File: config.mk
export PLATFORM = sky130hd
export DESIGN_NAME = fir_out_fifo
export DESIGN_NICKNAME = d
export VERILOG_FILES = /design/src/rtl/fir_out_fifo.sv
export SDC_FILE = /design/constraint.sdc
export NUM_CORES = 1
export LEC_CHECK = 0
export CAP_MARGIN = 10
export CORE_ASPECT_RATIO = 1.5
export CORE_MARGIN = 4
export CORE_UTILIZATION = 61
export DETAILED_ROUTE_END_ITERATION = 10
export GPL_TIMING_DRIVEN = 0
export PLACE_DENSITY = 0.9
export SETUP_SLACK_MARGIN = 0.2
export SYNTH_ARGS = -nofsm -noshare
export SYNTH_HDL_FRONTEND = slang
export SYNTH_SLANG_ARGS = --single-unit
File: constraint.sdc
create_clock -name clk_filter -period 6.28 [get_ports clk_filter]
set_clock_uncertainty 0.05 [all_clocks]
set_input_delay 1.256 -clock clk_filter [delete_from_list [all_inputs] [get_ports clk_filter]]
set_output_delay 1.256 -clock clk_filter [all_outputs]
set_load 0.02 [all_outputs]
File: src/rtl/fir_out_fifo.sv
// FIR output sample queue: first-word-fall-through FIFO with sticky overflow flag.
// Optional peak-magnitude tracker enabled by defining FIR_OUT_FIFO_PEAK_EN.
module fir_out_fifo #(
    parameter int DATA_W = 16,
    parameter int DEPTH  = 8,
    parameter int AW     = 3
) (
    input  logic              clk_filter,
    input  logic              rst_n,
    input  logic [DATA_W-1:0] in_data,
    input  logic              in_valid,
    input  logic              clr,
    output logic [DATA_W-1:0] out_data,
    output logic              out_valid,
    input  logic              out_ready,
    output logic [AW:0]       count,
    output logic              overflow
`ifdef FIR_OUT_FIFO_PEAK_EN
    ,
    output logic [DATA_W-1:0] peak
`endif
);

    localparam logic [AW:0] FULL_CNT = (AW+1)'(DEPTH);

    logic [DATA_W-1:0] mem_q [DEPTH];
    logic [AW-1:0]     wr_ptr_q, wr_ptr_d;
    logic [AW-1:0]     rd_ptr_q, rd_ptr_d;
    logic [AW:0]       count_q, count_d;
    logic              overflow_q, overflow_d;
    logic              full, push, pop, drop;

    always_comb begin
        out_valid = (count_q != '0);
        full      = (count_q == FULL_CNT);
        pop       = out_valid && out_ready;
        // A pop frees the head slot this cycle, so a full queue can still accept.
        push      = in_valid && (!full || pop);
        drop      = in_valid && full && !pop;

        wr_ptr_d = push ? wr_ptr_q + AW'(1) : wr_ptr_q;
        rd_ptr_d = pop  ? rd_ptr_q + AW'(1) : rd_ptr_q;

        count_d = count_q;
        case ({push, pop})
            2'b10:   count_d = count_q + (AW+1)'(1);
            2'b01:   count_d = count_q - (AW+1)'(1);
            default: count_d = count_q;
        endcase

        overflow_d = overflow_q;
        if (drop)
            overflow_d = 1'b1;
        else if (clr)
            overflow_d = 1'b0;
    end

    always_ff @(posedge clk_filter or negedge rst_n) begin
        if (!rst_n) begin
            wr_ptr_q   <= '0;
            rd_ptr_q   <= '0;
            count_q    <= '0;
            overflow_q <= 1'b0;
        end else begin
            wr_ptr_q   <= wr_ptr_d;
            rd_ptr_q   <= rd_ptr_d;
            count_q    <= count_d;
            overflow_q <= overflow_d;
        end
    end

    // Storage is intentionally not reset; occupancy alone defines validity.
    always_ff @(posedge clk_filter) begin
        if (push && rst_n)
            mem_q[wr_ptr_q] <= in_data;
    end

    always_comb begin
        out_data = out_valid ? mem_q[rd_ptr_q] : '0;
        count    = count_q;
        overflow = overflow_q;
    end

`ifdef FIR_OUT_FIFO_PEAK_EN
    localparam logic [DATA_W-1:0] MIN_NEG = {1'b1, {(DATA_W-1){1'b0}}};
    localparam logic [DATA_W-1:0] MAX_POS = {1'b0, {(DATA_W-1){1'b1}}};

    logic [DATA_W-1:0] peak_q, peak_d, mag;

    always_comb begin
        // Most-negative input has no positive counterpart; clamp it.
        if (!in_data[DATA_W-1])
            mag = in_data;
        else if (in_data == MIN_NEG)
            mag = MAX_POS;
        else
            mag = -in_data;

        peak_d = peak_q;
        if (clr)
            peak_d = '0;
        else if (push && (mag > peak_q))
            peak_d = mag;
    end

    always_ff @(posedge clk_filter or negedge rst_n) begin
        if (!rst_n)
            peak_q <= '0;
        else
            peak_q <= peak_d;
    end

    always_comb peak = peak_q;
`endif

endmodule

==> flow_metrics.py, run 1 <==
metrics = {
    "power_and_ir_drop": {
        "leakagePower_nw": 2.30,
        "p_seq_share_pct": 36.5,
        "ir_drop_v": 0.000314,
        "pwr-share-clk_pct": 28.4,
        "power.total_w": 0.00321,
        "internal_power_w": 0.00222,
        "p_sw_w": 0.000990,
        "powerDensity_nw_per_um2": 478,
        "sw_frac_of_total_pct": 30.9,
        "pwr-share-comb_pct": 35.1,
    },
    "floorplanning": {
        "die_h_um": 124,
        "coreArea_um2": 8830,
        "io_pins": 43,
        "num_rows": 42,
        "dieArea_um2": 10700,
        "chipWidth_um": 85.7,
        "initial_core_util_pct": 62.5,
    },
    "clocking": {
        "holdBufCountCts": 0,
        "clk_latency_ps": 410,
        "cts_post_setup_buffers_inserted": 0,
        "clk_pin_slew_ps": 50,
        "cts-root-buf": "clkbuf_16",
        "cts_sinks": 139,
        "cts_resized": 0,
        "cts_inserted_buffers": 17,
        "tritoncts": "built",
        "clock_path_buffers": 2,
        "htreeDepth": 4,
    },
    "worst_setup_path": {
        "start_kind": "register",
        "r2r_slack_ps": 3610,
        "r2r_cells": 12,
        "required_ps": 4970,
        "crit_path_max_fanout": 10,
        "crit_chain": "or3_4 -> nor2_8 -> buf_1 -> nor2_1 -> clkdlybuf4s50_1",
        "r2r_start": "count[2]$_DFFE_PN0P_",
        "cpMaxStageDelayCell": "clkdlybuf4s50_1",
        "worstSetupEndpointType": "primary output",
        "crit_arrival_ps": 2800,
        "cpPeakStageDelay_ps": 590,
        "worstReg2RegEnd": "count[2]$_DFFE_PN0P_",
        "crit_type": "register to primary output",
    },
    "global_routing": {
        "grt_max_degree": 17,
        "antenna_found_initial": 0,
        "gr-total-overflow": 0,
        "grt_pass1_wl_um": 18100,
        "first_global_vias": 3089,
        "grt_usage_pct": 23.8,
    },
    "routing": {
        "wl_met1_um": 4040,
        "firstDrtPassIters": 5,
        "wl_per_cell_um": 24.8,
        "wl_met2_um": 6250,
        "vias_per_cell": 6.25,
        "wl_um": 11400,
        "top_layer": "met4",
        "route.met3.wl_um": 819,
        "drtAntennaViolNets": 0,
        "drc": 0,
        "drt_iter0_drc": 249,
        "vias": 2879,
    },
    "yosys": {
        "synth_top_family_by_area": "multiplexers",
        "avgSynthCellArea_um2": 20.4,
        "yosys_warnings": 0,
        "postSynthCellCount": 271,
        "synth_mux_area_share_pct": 16.4,
        "netlist_area_um2": 5520,
        "ys_seq_area_share_pct": 74.6,
        "synthXorXnorAreaFrac_pct": 1.27,
        "yosys.area_share.simple_pct": 4.20,
        "synth.ff_latch_count": 139,
        "synth-compound-area-share_pct": 0.794,
        "synth_nets": 297,
        "synth_adder_area_share_pct": 1.13,
        "synth.distinct_cells": 31,
    },
    "sta": {
        "fin_crit_sh_pct": 65.3,
        "max-slew-margin-rel_pct": 31.0,
        "fin_crit_ps": 4100,
        "worst_pin_slew_ps": 1030,
        "max_freq_mhz": 244,
        "setup_tns_ps": 0,
        "rsz0062_at_grt": "no",
        "setup_violations": 0,
        "drv_slew": 0,
        "hold_viol": 0,
    },
    "placed_design": {
        "gp_congestion": 0.718,
        "numPortBuffers": 42,
        "dp_hpwl_um": 7100,
        "dpl_cell_area_um2": 6170,
    },
    "min_path": {
        "min_path_cells": 2,
        "min-delay-start": "overflow$_DFFE_PN0P_",
        "hold_class": "register to register",
        "hold_end": "overflow$_DFFE_PN0P_",
    },
    "flow_run": {
        "max_cap_violations": 0,
    },
    "cells_and_area": {
        "n_antenna_cell": 0,
        "final_common_cell": "edfxtp_1",
        "stdcell_area_um2": 6720,
        "final_nets": 364,
        "num-fill-cells": 468,
        "drive_gt1_share_pct": 24.5,
        "mostFrequentLayoutCells": "128 x edfxtp_1, 42 x clkdlybuf4s50_1, 32 x mux4_2",
        "syn_to_final_growth_pct": 21.7,
    },
    "status": {
        "status": "finished clean",
    },
}
[state kept, by name, summed over array words and instances, names as in the netlist]
name / cells
overflow: 1
rd_ptr_q: 3
count: 4
mem_q: 128
wr_ptr_q: 3
[power groups by stage]
stage / combinational (W) / sequential (W) / clock, W
after floorplan: 0.000693 / 0.00119 / 0
after global placement: 0.00106 / 0.00118 / 0
after detailed placement: 0.00111 / 0.00118 / 0
after CTS: 0.00114 / 0.00117 / 0.000920
after global routing: 0.00120 / 0.00118 / 0.000975
final: 0.00112 / 0.00117 / 0.000913
[routing by layer]
layer | up-vias | track usage [%]
met4 | 0 | 10.3
met5 | - | 0
met1 | 1468 | 29.4
met2 | 158 | 39.6
li1 | 1222 | -
met3 | 31 | 5.96
[worst max-delay path: cells and delay by family, from the launching register on]
kind | cells | cell delay (ps)
AND/OR/NAND/NOR | 3 | 810
buffers and inverters | 2 | 1120
flip-flops | 1 | 450
[synthesized netlist by cell type]
master | count | area share, %
inv_4 | 1 | 0.11
o32ai_1 | 1 | 0.16
xnor2_1 | 5 | 0.79
nor2_8 | 1 | 0.36
nand3_1 | 2 | 0.18
a211o_1 | 1 | 0.16
mux2i_1 | 16 | 2.9
dfrtp_1 | 11 | 5.0
or3b_2 | 1 | 0.16
nand2_4 | 1 | 0.20
inv_2 | 2 | 0.14
nor3b_1 | 1 | 0.14
buf_4 | 3 | 0.41
nand2b_1 | 3 | 0.34
mux4_2 | 32 | 13
mux2_1 | 1 | 0.20
o21a_1 | 1 | 0.14
or3_4 | 1 | 0.20
buf_2 | 5 | 0.45
a21oi_1 | 2 | 0.18
a41oi_1 | 1 | 0.16
inv_1 | 3 | 0.20
ha_1 | 5 | 1.1
nand2_1 | 9 | 0.61
edfxtp_1 | 128 | 70
nor2_1 | 22 | 1.5
buf_1 | 3 | 0.20
xor2_1 | 3 | 0.48
mux2_4 | 1 | 0.27
nand3b_1 | 1 | 0.14
nor3_1 | 4 | 0.36
[final cells by class]
class	count	area (µm²)	area share (%)
sequential	139	4120	61.3
multi-input combinational	115	1350	20.0
timing repair buffer	48	488	7.27
clock buffer	21	440	6.56
tap	110	138	2.05
clock inverter	11	103	1.53
buffer	11	58.8	0.876
inverter	6	25.0	0.373
[stage by stage]
step	worst slack [ps]	hold WS, ps	util (%)	cells
final	2180	486	76.1	461
after global routing	2090	524	76.1	461
after CTS	2160	485	76.1	461
after detailed placement	2550	465	69.9	429
after global placement	1320	454	68.8	423
after floorplan	2980	435	-	271
[worst max-delay path by stage]
stage | cells past startpoint | endpoint | slack, ps | startpoint
floorplan | 4 | mem_q[3][0]$_DFFE_PP_ | 2980 | out_ready
global route | 5 | out_data[14] | 2090 | count[1]$_DFFE_PN0P_
global placement | 5 | mem_q[3][6]$_DFFE_PP_ | 1320 | out_ready
detailed placement | 6 | mem_q[5][9]$_DFFE_PP_ | 2550 | out_ready
CTS | 5 | out_data[12] | 2160 | count[2]$_DFFE_PN0P_
finish | 5 | out_data[14] | 2180 | count[2]$_DFFE_PN0P_
[cells by family (layout without fill, tap and decap cells)]
logic type / count (synthesis) / after routing
adder cells (fa/ha/maj): 5 / 5
AND/OR/NAND/NOR: 46 / 46
flip-flops: 139 / 139
multiplexers: 50 / 50
AO/OA/AOI/OAI: 6 / 6
buffers and inverters: 17 / 97
XOR/XNOR: 8 / 8
(Power assumes the default switching activity.)
==> inputs of run 2 (changes only) <==
--- a/config.mk
+++ b/config.mk
@@ -8,10 +8,10 @@
 export CAP_MARGIN = 10
 export CORE_ASPECT_RATIO = 1.5
 export CORE_MARGIN = 4
-export CORE_UTILIZATION = 61
+export CORE_UTILIZATION = 58
 export DETAILED_ROUTE_END_ITERATION = 10
 export GPL_TIMING_DRIVEN = 0
-export PLACE_DENSITY = 0.9
+export PLACE_DENSITY = 0.86
 export SETUP_SLACK_MARGIN = 0.2
 export SYNTH_ARGS = -nofsm -noshare
 export SYNTH_HDL_FRONTEND = slang
==> constraint.sdc (replaced) <==
create_clock -name clk_filter -period 4.3 [get_ports clk_filter]
set_clock_uncertainty 0.05 [all_clocks]
set_input_delay 0.86 -clock clk_filter [delete_from_list [all_inputs] [get_ports clk_filter]]
set_output_delay 0.86 -clock clk_filter [all_outputs]
set_load 0.02 [all_outputs]
==> flow_metrics.py, run 2 (synthesis results as in run 1) <==
metrics = {
    "floorplanning": {
        "die_h_um": 127,
        "chipWidth_um": 87.6,
        "dieArea_um2": 11200,
        "io_pins": 43,
        "num_rows": 43,
        "coreArea_um2": 9250,
        "initial_core_util_pct": 59.6,
    },
    "worst_setup_path": {
        "cp.buffers_inverters": 3,
        "crit_end": "out_data[12]",
        "r2r_start": "count[1]$_DFFE_PN0P_",
        "crit_chain": "buf_1 -> buf_2 -> mux2i_1 -> nor2_1 -> clkdlybuf4s50_1",
        "crit_arrival_ps": 2710,
        "crit_path_max_fanout": 10,
        "path_delay_family": "buffers and inverters",
        "cpMaxStageDelayCell": "clkdlybuf4s50_1",
        "worstReg2RegEnd": "count[2]$_DFFE_PN0P_",
        "r2r_cells": 12,
        "crit_type": "register to primary output",
        "required_ps": 3390,
        "worstSetupEndpointType": "primary output",
        "cpPeakStageDelay_ps": 580,
        "cp_num_cells": 5,
        "start_kind": "register",
        "cp-startpoint": "rd_ptr_q[2]$_DFFE_PN0P_",
        "r2r_slack_ps": 1720,
    },
    "cells_and_area": {
        "syn_to_final_growth_pct": 24.2,
        "drive_gt1_share_pct": 27.6,
        "final_nets": 368,
        "final_common_cell": "edfxtp_1",
        "post-route-util_pct": 74.1,
        "n_antenna_cell": 0,
        "largest_reg_flops": 128,
        "mostFrequentLayoutCells": "128 x edfxtp_1, 42 x clkdlybuf4s50_1, 32 x mux4_2",
        "stdcell_area_um2": 6850,
        "seqCellArea_um2": 4120,
        "multi_input_area_um2": 1350,
        "num-fill-cells": 535,
        "regMostFlops": "mem_q",
    },
    "power_and_ir_drop": {
        "pwr-share-comb_pct": 33.7,
        "p_sw_w": 0.00148,
        "ir_drop_v": 0.000527,
        "leakagePower_nw": 2.36,
        "pwr-share-clk_pct": 31.1,
        "internal_power_w": 0.00337,
        "powerDensity_nw_per_um2": 709,
        "p_seq_share_pct": 35.2,
        "power.total_w": 0.00486,
        "sw_frac_of_total_pct": 30.5,
    },
    "routing": {
        "top_layer": "met4",
        "wl_um": 11700,
        "drc": 0,
        "wl_met2_um": 6160,
        "firstDrtPassIters": 5,
        "drtAntennaViolNets": 0,
        "vias": 2844,
        "route.met3.wl_um": 671,
        "vias_per_cell": 6.09,
        "drt_iter0_drc": 323,
        "wl_per_cell_um": 25.1,
        "wl_met1_um": 4640,
    },
    "flow_run": {
        "max_cap_violations": 0,
    },
    "min_path": {
        "hold_class": "register to register",
        "min-delay-start": "overflow$_DFFE_PN0P_",
    },
    "global_routing": {
        "antenna_found_initial": 0,
        "gr-total-overflow": 0,
        "grt_max_degree": 17,
        "grt_usage_pct": 23.3,
        "grt_pass1_wl_um": 18100,
        "first_global_vias": 3053,
    },
    "clocking": {
        "cts_sinks": 139,
        "clock_path_buffers": 2,
        "cts_post_setup_buffers_inserted": 0,
        "clk_pin_slew_ps": 60,
        "cts_resized": 0,
        "cts-root-buf": "clkbuf_16",
        "cts_inserted_buffers": 17,
        "tritoncts": "built",
        "clk_latency_ps": 410,
        "htreeDepth": 4,
        "holdBufCountCts": 0,
    },
    "sta": {
        "fin_crit_ps": 3620,
        "worst_pin_slew_ps": 837,
        "max-slew-margin-rel_pct": 43.9,
        "fin_crit_sh_pct": 84.3,
        "max_freq_mhz": 276,
        "setup_violations": 0,
        "setup_tns_ps": 0,
        "drv_slew": 0,
        "setup_ws_ps": 676,
        "rsz0062_at_grt": "no",
        "hold_viol": 0,
    },
    "placed_design": {
        "pre_cts_ws_ps": 900,
        "dp_hpwl_um": 6930,
        "dpl_cell_area_um2": 6230,
        "numPortBuffers": 42,
        "gp_congestion": 0.699,
    },
    "status": {
        "status": "finished clean",
    },
}
## run 2: power groups by stage
stage | combinational, W | sequential [W] | clock (W)
finish | 0.00164 | 0.00171 | 0.00151
CTS | 0.00166 | 0.00171 | 0.00153
global route | 0.00176 | 0.00172 | 0.00160
detailed placement | 0.00162 | 0.00173 | 0
global placement | 0.00155 | 0.00172 | 0
floorplan | 0.00101 | 0.00173 | 0
## run 2: how the worst min path moves through the flow
stage | endpoint | slack [ps] | cells after the start
after floorplan | wr_ptr_q[0]$_DFFE_PN0P_ | 430 | 2
after global placement | wr_ptr_q[0]$_DFFE_PN0P_ | 450 | 2
after detailed placement | wr_ptr_q[0]$_DFFE_PN0P_ | 470 | 2
after CTS | overflow$_DFFE_PN0P_ | 480 | 2
after global routing | overflow$_DFFE_PN0P_ | 510 | 2
final | overflow$_DFFE_PN0P_ | 480 | 2
## run 2: area by class of cell
| cell class | instances | share of cell area [%] |
|---|---|---|
| clock inverters | 15 | 2.92 |
| well taps | 112 | 2.04 |
| clock buffers | 17 | 6.21 |
| flip-flops and latches | 139 | 60.1 |
| plain buffers | 11 | 0.858 |
| repair buffers | 52 | 7.89 |
| multi-input cells | 115 | 19.6 |
| inverters | 6 | 0.365 |
## run 2: per-layer routing
metal,vias to the layer above,track usage [%]
met5,-,0
met4,0,9.30
met3,18,5.74
met2,108,37.3
met1,1482,30.6
li1,1236,-
## run 2: per-stage QoR
stage          hold slack, ps  cells
2_1_floorplan             435    271
3_3_place_gp              454    425
3_5_place_dp              471    435
4_1_cts                   483    467
5_1_grt                   512    467
6_report                  476    467
## run 2: tightest hold or removal path, cell delays in order, from the launching register on
cell and delay, ps:
dfrtp_1 370, inv_1 50, o32ai_1 60
